[src/rtl/pc_seq_pkg.sv]
// Shared constants and types for the multicycle PC sequencer: FSM states,
// opcode/funct values, next-PC mux selects and the decode result bundle.
package pc_seq_pkg;

  localparam logic [2:0] ST_IDLE   = 3'd0;
  localparam logic [2:0] ST_FETCH  = 3'd1;
  localparam logic [2:0] ST_DECODE = 3'd2;
  localparam logic [2:0] ST_EXEC   = 3'd3;
  localparam logic [2:0] ST_COMMIT = 3'd4;
  localparam logic [2:0] ST_HALT   = 3'd5;
  localparam logic [2:0] ST_FAULT  = 3'd6;

  localparam logic [5:0] OP_RTYPE = 6'h00;
  localparam logic [5:0] OP_BN    = 6'h01;
  localparam logic [5:0] OP_J     = 6'h02;
  localparam logic [5:0] OP_JAL   = 6'h03;
  localparam logic [5:0] OP_BEQ   = 6'h04;
  localparam logic [5:0] OP_BNE   = 6'h05;
  localparam logic [5:0] OP_HALT  = 6'h3F;
  localparam logic [5:0] FN_JR    = 6'h08;

  localparam logic [2:0] PC_SEL_SEQ = 3'd0;
  localparam logic [2:0] PC_SEL_BR  = 3'd1;
  localparam logic [2:0] PC_SEL_JMP = 3'd2;
  localparam logic [2:0] PC_SEL_JR  = 3'd3;
  localparam logic [2:0] PC_SEL_BN  = 3'd4;

  typedef struct packed {
    logic [2:0] pc_sel;
    logic       beq;
    logic       bne;
    logic       is_jump;
    logic       is_halt;
  } dec_t;

endpackage

[src/rtl/pc_seq_decode.sv]
// Combinational control-flow classifier: instruction word -> next-PC select,
// branch qualifiers and jump/halt flags.
module pc_seq_decode
  import pc_seq_pkg::*;
(
  input  logic [31:0] ir,
  output dec_t        dec
);

  always_comb begin
    // NOTE: default every field first so no path through the case infers a latch.
    dec = '0;
    unique case (ir[31:26])
      OP_BEQ:       begin dec.pc_sel = PC_SEL_BR; dec.beq = 1'b1; end
      OP_BNE:       begin dec.pc_sel = PC_SEL_BR; dec.bne = 1'b1; end
      OP_J, OP_JAL: begin dec.pc_sel = PC_SEL_JMP; dec.is_jump = 1'b1; end
      OP_RTYPE:     dec.pc_sel = (ir[5:0] == FN_JR) ? PC_SEL_JR : PC_SEL_SEQ;
      OP_BN:        dec.pc_sel = PC_SEL_BN;
      OP_HALT:      dec.is_halt = 1'b1;
      default:      dec.pc_sel = PC_SEL_SEQ;
    endcase
  end

endmodule

[src/rtl/pc_sequencer.sv]
// Multicycle instruction sequencer: owns PC and IR, fetches over req/ack,
// drives next-PC mux controls and commits the mux result, one instruction at a time.
module pc_sequencer
  import pc_seq_pkg::*;
#(
  parameter logic [31:0] START_PC  = 32'h0,
  parameter int          FETCH_TMO = 255
) (
  input  logic        clk,
  input  logic        rst_n,
  input  logic        run,
  output logic        imem_req,
  output logic [31:0] imem_addr,
  input  logic        imem_ack,
  input  logic [31:0] imem_rdata,
  output logic [31:0] instr,
  output logic [31:0] pc,
  output logic [2:0]  pc_sel,
  output logic        beq,
  output logic        bne,
  output logic        exec_start,
  input  logic        exec_done,
  input  logic [31:0] next_pc,
  output logic        retired,
  output logic        halted,
  output logic        fault
);

  localparam int              CW       = (FETCH_TMO > 1) ? $clog2(FETCH_TMO + 1) : 1;
  localparam logic [CW-1:0]   TMO_LAST = CW'(FETCH_TMO - 1);

  logic [2:0]    state;
  logic [CW-1:0] wdog;
  logic          is_jump_q;
  logic          is_halt_q;
  dec_t          dec;

  pc_seq_decode u_decode (
    .ir  (instr),
    .dec (dec)
  );

  assign imem_req  = (state == ST_FETCH);
  assign imem_addr = pc;

  // NOTE: sequential state uses non-blocking assignments so every register
  // samples pre-edge values regardless of statement order.
  always_ff @(posedge clk or negedge rst_n) begin
    if (!rst_n) begin
      state      <= ST_IDLE;
      pc         <= START_PC;
      instr      <= '0;
      pc_sel     <= PC_SEL_SEQ;
      beq        <= 1'b0;
      bne        <= 1'b0;
      is_jump_q  <= 1'b0;
      is_halt_q  <= 1'b0;
      exec_start <= 1'b0;
      retired    <= 1'b0;
      halted     <= 1'b0;
      fault      <= 1'b0;
      wdog       <= '0;
    end else begin
      exec_start <= 1'b0;
      retired    <= 1'b0;
      unique case (state)
        ST_IDLE: begin
          if (run) begin
            state <= ST_FETCH;
            wdog  <= '0;
          end
        end
        ST_FETCH: begin
          // An ack on the final watchdog cycle still wins over the timeout.
          if (imem_ack) begin
            instr <= imem_rdata;
            state <= ST_DECODE;
          end else if (FETCH_TMO != 0 && wdog == TMO_LAST) begin
            state <= ST_FAULT;
            fault <= 1'b1;
          end else begin
            wdog <= wdog + CW'(1);
          end
        end
        ST_DECODE: begin
          pc_sel     <= dec.pc_sel;
          beq        <= dec.beq;
          bne        <= dec.bne;
          is_jump_q  <= dec.is_jump;
          is_halt_q  <= dec.is_halt;
          exec_start <= 1'b1;
          state      <= ST_EXEC;
        end
        ST_EXEC: begin
          if (exec_done || is_jump_q) state <= ST_COMMIT;
        end
        ST_COMMIT: begin
          pc      <= next_pc;
          retired <= 1'b1;
          pc_sel  <= PC_SEL_SEQ;
          beq     <= 1'b0;
          bne     <= 1'b0;
          if (is_halt_q) begin
            state  <= ST_HALT;
            halted <= 1'b1;
          end else if (run) begin
            state <= ST_FETCH;
            wdog  <= '0;
          end else begin
            state <= ST_IDLE;
          end
        end
        ST_HALT:  state <= ST_HALT;
        ST_FAULT: state <= ST_FAULT;
        default:  state <= ST_IDLE;
      endcase
    end
  end

endmodule

[config.mk]
export PLATFORM = sky130hd
export DESIGN_NAME = pc_sequencer
export DESIGN_NICKNAME = d
export VERILOG_FILES = /design/src/rtl/pc_seq_pkg.sv /design/src/rtl/pc_seq_decode.sv /design/src/rtl/pc_sequencer.sv
export SDC_FILE = /design/constraint.sdc
export NUM_CORES = 1
export LEC_CHECK = 0
export ABC_AREA = 1
export BUFFER_PORTS_ARGS = -buffer_cell sky130_fd_sc_hd__buf_2
export CAP_MARGIN = 20
export CORE_ASPECT_RATIO = 0.9
export CORE_MARGIN = 3
export CORE_UTILIZATION = 47
export DETAILED_ROUTE_END_ITERATION = 8
export PLACE_DENSITY = 0.89
export SYNTH_ARGS = -nofsm -noshare
export SYNTH_HDL_FRONTEND = slang
export SYNTH_SLANG_ARGS = --single-unit
[constraint.sdc]
create_clock -name clk -period 1.5 [get_ports clk]
set_input_delay 0.3 -clock clk [delete_from_list [all_inputs] [get_ports clk]]
set_output_delay 0.3 -clock clk [all_outputs]
set_load 0.005 [all_outputs]
# ---- Yosys cells after proc, flatten, opt, wreduce, memory -nomap -nowiden
# Index checks and enable logic that the tools add are counted.
dict set report word_totals {
  regBits 86
  in_bits 69
  out_inout_bits 106
  wordCells 70
}
dict set report classes {
  mux 23
  bitwise 1
  add_sub_neg 1
  eq_ne 20
  reduce_logical 12
}
# operator n
set ops {}
lappend ops {{$mux W8} 4}
lappend ops {{$pmux W8 S3} 1}
lappend ops {{$pmux W3 S7} 1}
lappend ops {{$mux W3} 5}
lappend ops {{$eq A6 B2 Y1 const B} 2}
lappend ops {{$eq A6 B3 Y1 const B} 2}
lappend ops {{$pmux W3 S4} 1}
lappend ops {{$ne A2 B2 Y1 const B} 5}
lappend ops {{$eq A3 B3 Y1 const B} 3}
lappend ops {{$add A8 B1 Y8 const B} 1}
lappend ops {{$eq A8 B8 Y1 const B} 1}
lappend ops {{$mux W1} 7}
lappend ops {{$eq A3 B2 Y1 const B} 2}
lappend ops {{$eq A6 B1 Y1 const B} 1}
lappend ops {{$eq A6 B4 Y1 const B} 1}
lappend ops {{$eq A6 B6 Y1 const B} 1}
lappend ops {{$logic_not A6 Y1} 1}
lappend ops {{$pmux W3 S2} 1}
lappend ops {{$reduce_and A3 Y1} 2}
lappend ops {{$pmux W1 S2} 2}
lappend ops {{$reduce_and A2 Y1} 2}
lappend ops {{$reduce_and A4 Y1} 1}
lappend ops {{$reduce_or A2 Y1} 2}
lappend ops {{$eq A3 B1 Y1 const B} 1}
lappend ops {{other kinds (7)} 7}

# ---- Longest topological paths before layout
dict set report logic_depth {
  depth_word 4
  ltp_mapped 9
  mapped_depth_nobuf 9
}

# ---- Modules after synthesis
# A second synthesis with hierarchy kept.
dict set report hier_totals {
  hier_cells 480
  hier_area_um2 3998.8
}
# mod cells_per_inst area_each_um2 instances
set modules_own_cells {}
lappend modules_own_cells {pc_sequencer 454 3888.7 1}
lappend modules_own_cells {pc_seq_decode 26 110.1 1}

# ---- Worst setup path after synthesis
# No wires, ideal clock.
dict set report synth_path {
  path_kind {reg2reg}
  startpoint {reg wdog[0]}
  endpoint {reg state[0]}
  slack_ns 0.184
  t_arrival_ns 1.198
  stages_incl_launch_ff 9
  synth_period_minus_slack_ns 1.316
  path_buffers 0
  path_cell_list {dfrtp_1 inv_1 ha_1 nand2_1 nor2_1 nand2_1 nand2_1 nand2_1 a21o_1}
}
dict set report synth_between {
  elab_chain_cells 3
}
# item line
set synth_lines {}
lappend synth_lines {{from (decl)} pc_sequencer.sv:33} ;# logic [CW-1:0] wdog;
lappend synth_lines {{from (signal assigned)} pc_sequencer.sv:82} ;# wdog <= wdog + CW'(1);
lappend synth_lines {{$eq A8 B8 Y1} pc_sequencer.sv:78} ;# end else if (FETCH_TMO != 0 && wdog == TMO_LAST) begin
lappend synth_lines {{$ne A3 B1 Y1 (no line)} --}
lappend synth_lines {{$reduce_and A3 Y1 (no line)} --}
lappend synth_lines {{to (signal assigned)} pc_sequencer.sv:77} ;# state <= ST_DECODE;
lappend synth_lines {{to (signal assigned)} pc_sequencer.sv:79} ;# state <= ST_FAULT;
lappend synth_lines {{to (signal assigned)} pc_sequencer.sv:92} ;# state <= ST_EXEC;
lappend synth_lines {{to (decl)} pc_sequencer.sv:32} ;# logic [2:0] state;
# Every way passes these cells.
# A chain may end at the register's enable or synchronous reset.

# ---- Worst setup path after layout
dict set report layout_path {
  startpoint {reg state[2]}
  endpoint {out imem_req}
}
dict set report layout_between {
  elab_chain_cells 1
}
# item line
set layout_lines {}
lappend layout_lines {{from (signal assigned)} pc_sequencer.sv:50} ;# state <= ST_IDLE;
lappend layout_lines {{from (signal assigned)} pc_sequencer.sv:69} ;# state <= ST_FETCH;
lappend layout_lines {{from (signal assigned)} pc_sequencer.sv:77}
lappend layout_lines {{$eq A3 B1 Y1} pc_sequencer.sv:43} ;# assign imem_req = (state == ST_FETCH);
lappend layout_lines {{to (decl)} pc_sequencer.sv:12} ;# output logic imem_req,
# Every way passes these cells.

==> results.toml <==
[power]
cellPowerDensity_nw_per_um2 = 1960
p_leak_uw = 0.00293
ir_drop_mv = 1.17

[synthesis]
ys_ff_latch = 86
seq_area_frac_synth_pct = 54.6
synthesis.area_um2 = 3940
synth.largest_area_cell = "dfrtp_1"
synth_cells = 467
synth_fp_nets = 538
synth_area_leaders = "dfrtp_1 55%, nand2_1 20%, buf_4 6.9%, nand3_1 4.6%, nor2_1 1.9%"
synth_area_per_cell_um2 = 8.44
netlist.area_leader.share_pct = 54.6
ys.warnings.count = 0
ys_types = 32

[layout]
fin_nets = 690
fillers = 669
drive_gt1_share_pct = 37.0
syn2layout_area_growth_pct = 26.7
instances_no_fill = 723
diodes = 0

[timing]
finalCritPeriodShare_pct = 98.2
hold_violations = 0
period_needed_ns = 1.47
finalClockSkew_ns = 0.0109
drv_slew = 0
fin_tns_setup_ns = 0
slew_headroom_pct = 77.0
rsz0062_at_grt = "yes"
finalSetupViolCount = 0
fmax_mhz = 679
worst_pin_slew_ns = 0.343

[floorplan]
fp-row-count = 31
die_w_um = 103
io_pins = 175
core_um2 = 8110
die_h_um = 92.9
die_area_um2 = 9520
start_util_pct = 48.6

[routing]
ant_nets = 0
wirelength_um = 9470
drt_pass1_iterations = 5
drt_iter0_drc = 209
drc = 0
routedWlPerCell_um = 13.1
via_per_inst = 4.80
vias = 3471

[global_routing]
gr-total-overflow = 0
grt.total_usage_pct = 19.8
antenna_found_initial = 0
grt_pass1_vias = 3303
grt_pass1_wl_um = 15000
grt_max_degree = 43

[clocking]
cts_buffers = 9
cts_max_level = 3
path_clk_slew_ns = 0.09
cts_tree = "done"
cts_root_buf = "clkbuf_8"
cts.sinks = 86
insertion_delay_ns = 0.35
clockBufferDepth = 2

[job]
maxCapViolations = 0

[outcome]
status = "finished clean"

[critical_path]
cpMaxStageDelayCell = "dfrtp_1"
max_stage_delay_ns = 0.41
path_cells = "inv_2 -> nand2_4 -> nor2_8 -> buf_6"
rr_worst_depth = 9
end_kind = "output port"
rrSetupSlack_ns = 0.06
crit_start = "state[2]"
crit_required_ns = 1.20
rr_endpoint = "wdog[5]"
crit-reg2reg-launch = "wdog[0]"
cp-start-kind = "register"
crit_end = "imem_req"
path_max_fanout = 4
cp.arrival_ns = 1.17
worstSetupPathType = "reg2out"

[placement]
post-place-cells = 702
hpwl_um = 7140
gp_congestion = 0.914
numPortBuffers = 174

[worst_hold_path]
hold_class = "in2reg"
hp-start = "next_pc[22]"
==> cell type report <==
cell class / instances / area [um2] / area share (%)
flip-flops and latches: 86 / 2150 / 43.2
multi-input cells: 311 / 1400 / 28.0
repair buffers: 188 / 1020 / 20.5
clock buffers: 9 / 124 / 2.48
well taps: 99 / 124 / 2.48
inverters: 23 / 86.3 / 1.73
clock inverters: 7 / 80.1 / 1.60
==> per-layer routing <==
| layer | global-route usage [%] | part of all wire (%) |
|---|---|---|
| met5 | 0 | 0 |
| met4 | 4.59 | 1.1 |
| met3 | 6.10 | 8.4 |
| met2 | 34.9 | 50 |
| met1 | 23.2 | 41 |
==> worst min path at each step <==
stage / to / slack (ns) / depth (start not counted)
after floorplan: beq / 0.004 / 0
after global placement: instr[17] / 0.22 / 1
after detailed placement: instr[17] / 0.22 / 1
after CTS: imem_addr[22] / 0.13 / 3
after global routing: imem_addr[22] / 0.13 / 3
final: imem_addr[22] / 0.14 / 3
==> sequential cells by signal (all words and copies together) (netlist names), 3 cells and up <==
register,cells
state,3
imem_addr,32
pc_sel,3
wdog,8
instr,32
==> synthesized netlist by cell type <==
cell,instances
nand2_1,213
dfrtp_1,86
buf_4,36
nand3_1,36
nor2_1,20
inv_1,17
a21oi_1,8
buf_2,8
inv_2,6
nor2_2,4
nor3_1,4
clkbuf_1,2
ha_1,2
nand2_2,2
nand2_4,2
nand3_2,2
nand4_1,2
o21ai_0,2
o21bai_1,2
a21o_1,1
a31o_2,1
buf_6,1
nand3_4,1
nor2_4,1
nor2_8,1
nor3b_1,1
o2111ai_1,1
o21ai_1,1
o31ai_1,1
or2_0,1
or2_2,1
xnor2_1,1
==> layout by cell type, fill, tap and decap left out, types with 3 or more instances in the layout <==
cell type and count:
buf_4 11, inv_2 7, buf_2 172, clkbuf_8 9
dfrtp_1 84, nand3_1 36, buf_12 3, inv_1 16
nor2_1 19, nor3_1 3, nand2_2 4, nor2_2 4
a21oi_1 8, nand2_1 211
==> metrics by stage <==
stage                     cell area, um2  hold WS [ns]  setup slack (ns)  total power [uW]  util (%)
after floorplan                     3940       0.00441             0.184              6630         -
after global placement              4710         0.215             0.118              7860      58.1
after detailed placement            4710         0.220            0.0210              8070      58.1
after CTS                           4940         0.125            0.0204              9800      60.9
after global routing                4990         0.130           -0.0687             10700      61.6
final                               4990         0.138            0.0271              9800      61.6
==> where the power goes <==
| group | total, uW | internal, uW | switching [uW] |
|---|---|---|---|
| Combinational | 4110 | 1850 | 2260 |
| Clock | 1670 | 793 | 876 |
| Sequential | 4020 | 3300 | 722 |
| Total | 9800 | 5940 | 3860 |
==> worst max-delay path, delay by kind of cell, from the launching register on <==
family / cells / cell delay, ns
buffers and inverters: 2 / 0.20
flip-flops: 1 / 0.41
AND/OR/NAND/NOR: 2 / 0.21
==> what timing repair did <==
item | CTS | global route
buffers inserted | 1 | 3
hold buffers | 1 | 0
resized for setup | 3 | 7
setup endpoints to repair | 6 | 15
hold endpoints to repair | 21 | 0
pin swaps | 0 | 4
==> cells by family (layout without fill, tap and decap cells) <==
logic type / Yosys count / after routing / share of synthesized area, %
adder cells (fa/ha/maj): 2 / 2 / 0.635
XOR/XNOR: 1 / 1 / 0.222
AND/OR/NAND/NOR: 291 / 291 / 31.4
buffers and inverters: 70 / 227 / 10.5
AO/OA/AOI/OAI: 17 / 17 / 2.60
flip-flops: 86 / 86 / 54.6
(Power assumes the default switching activity.)
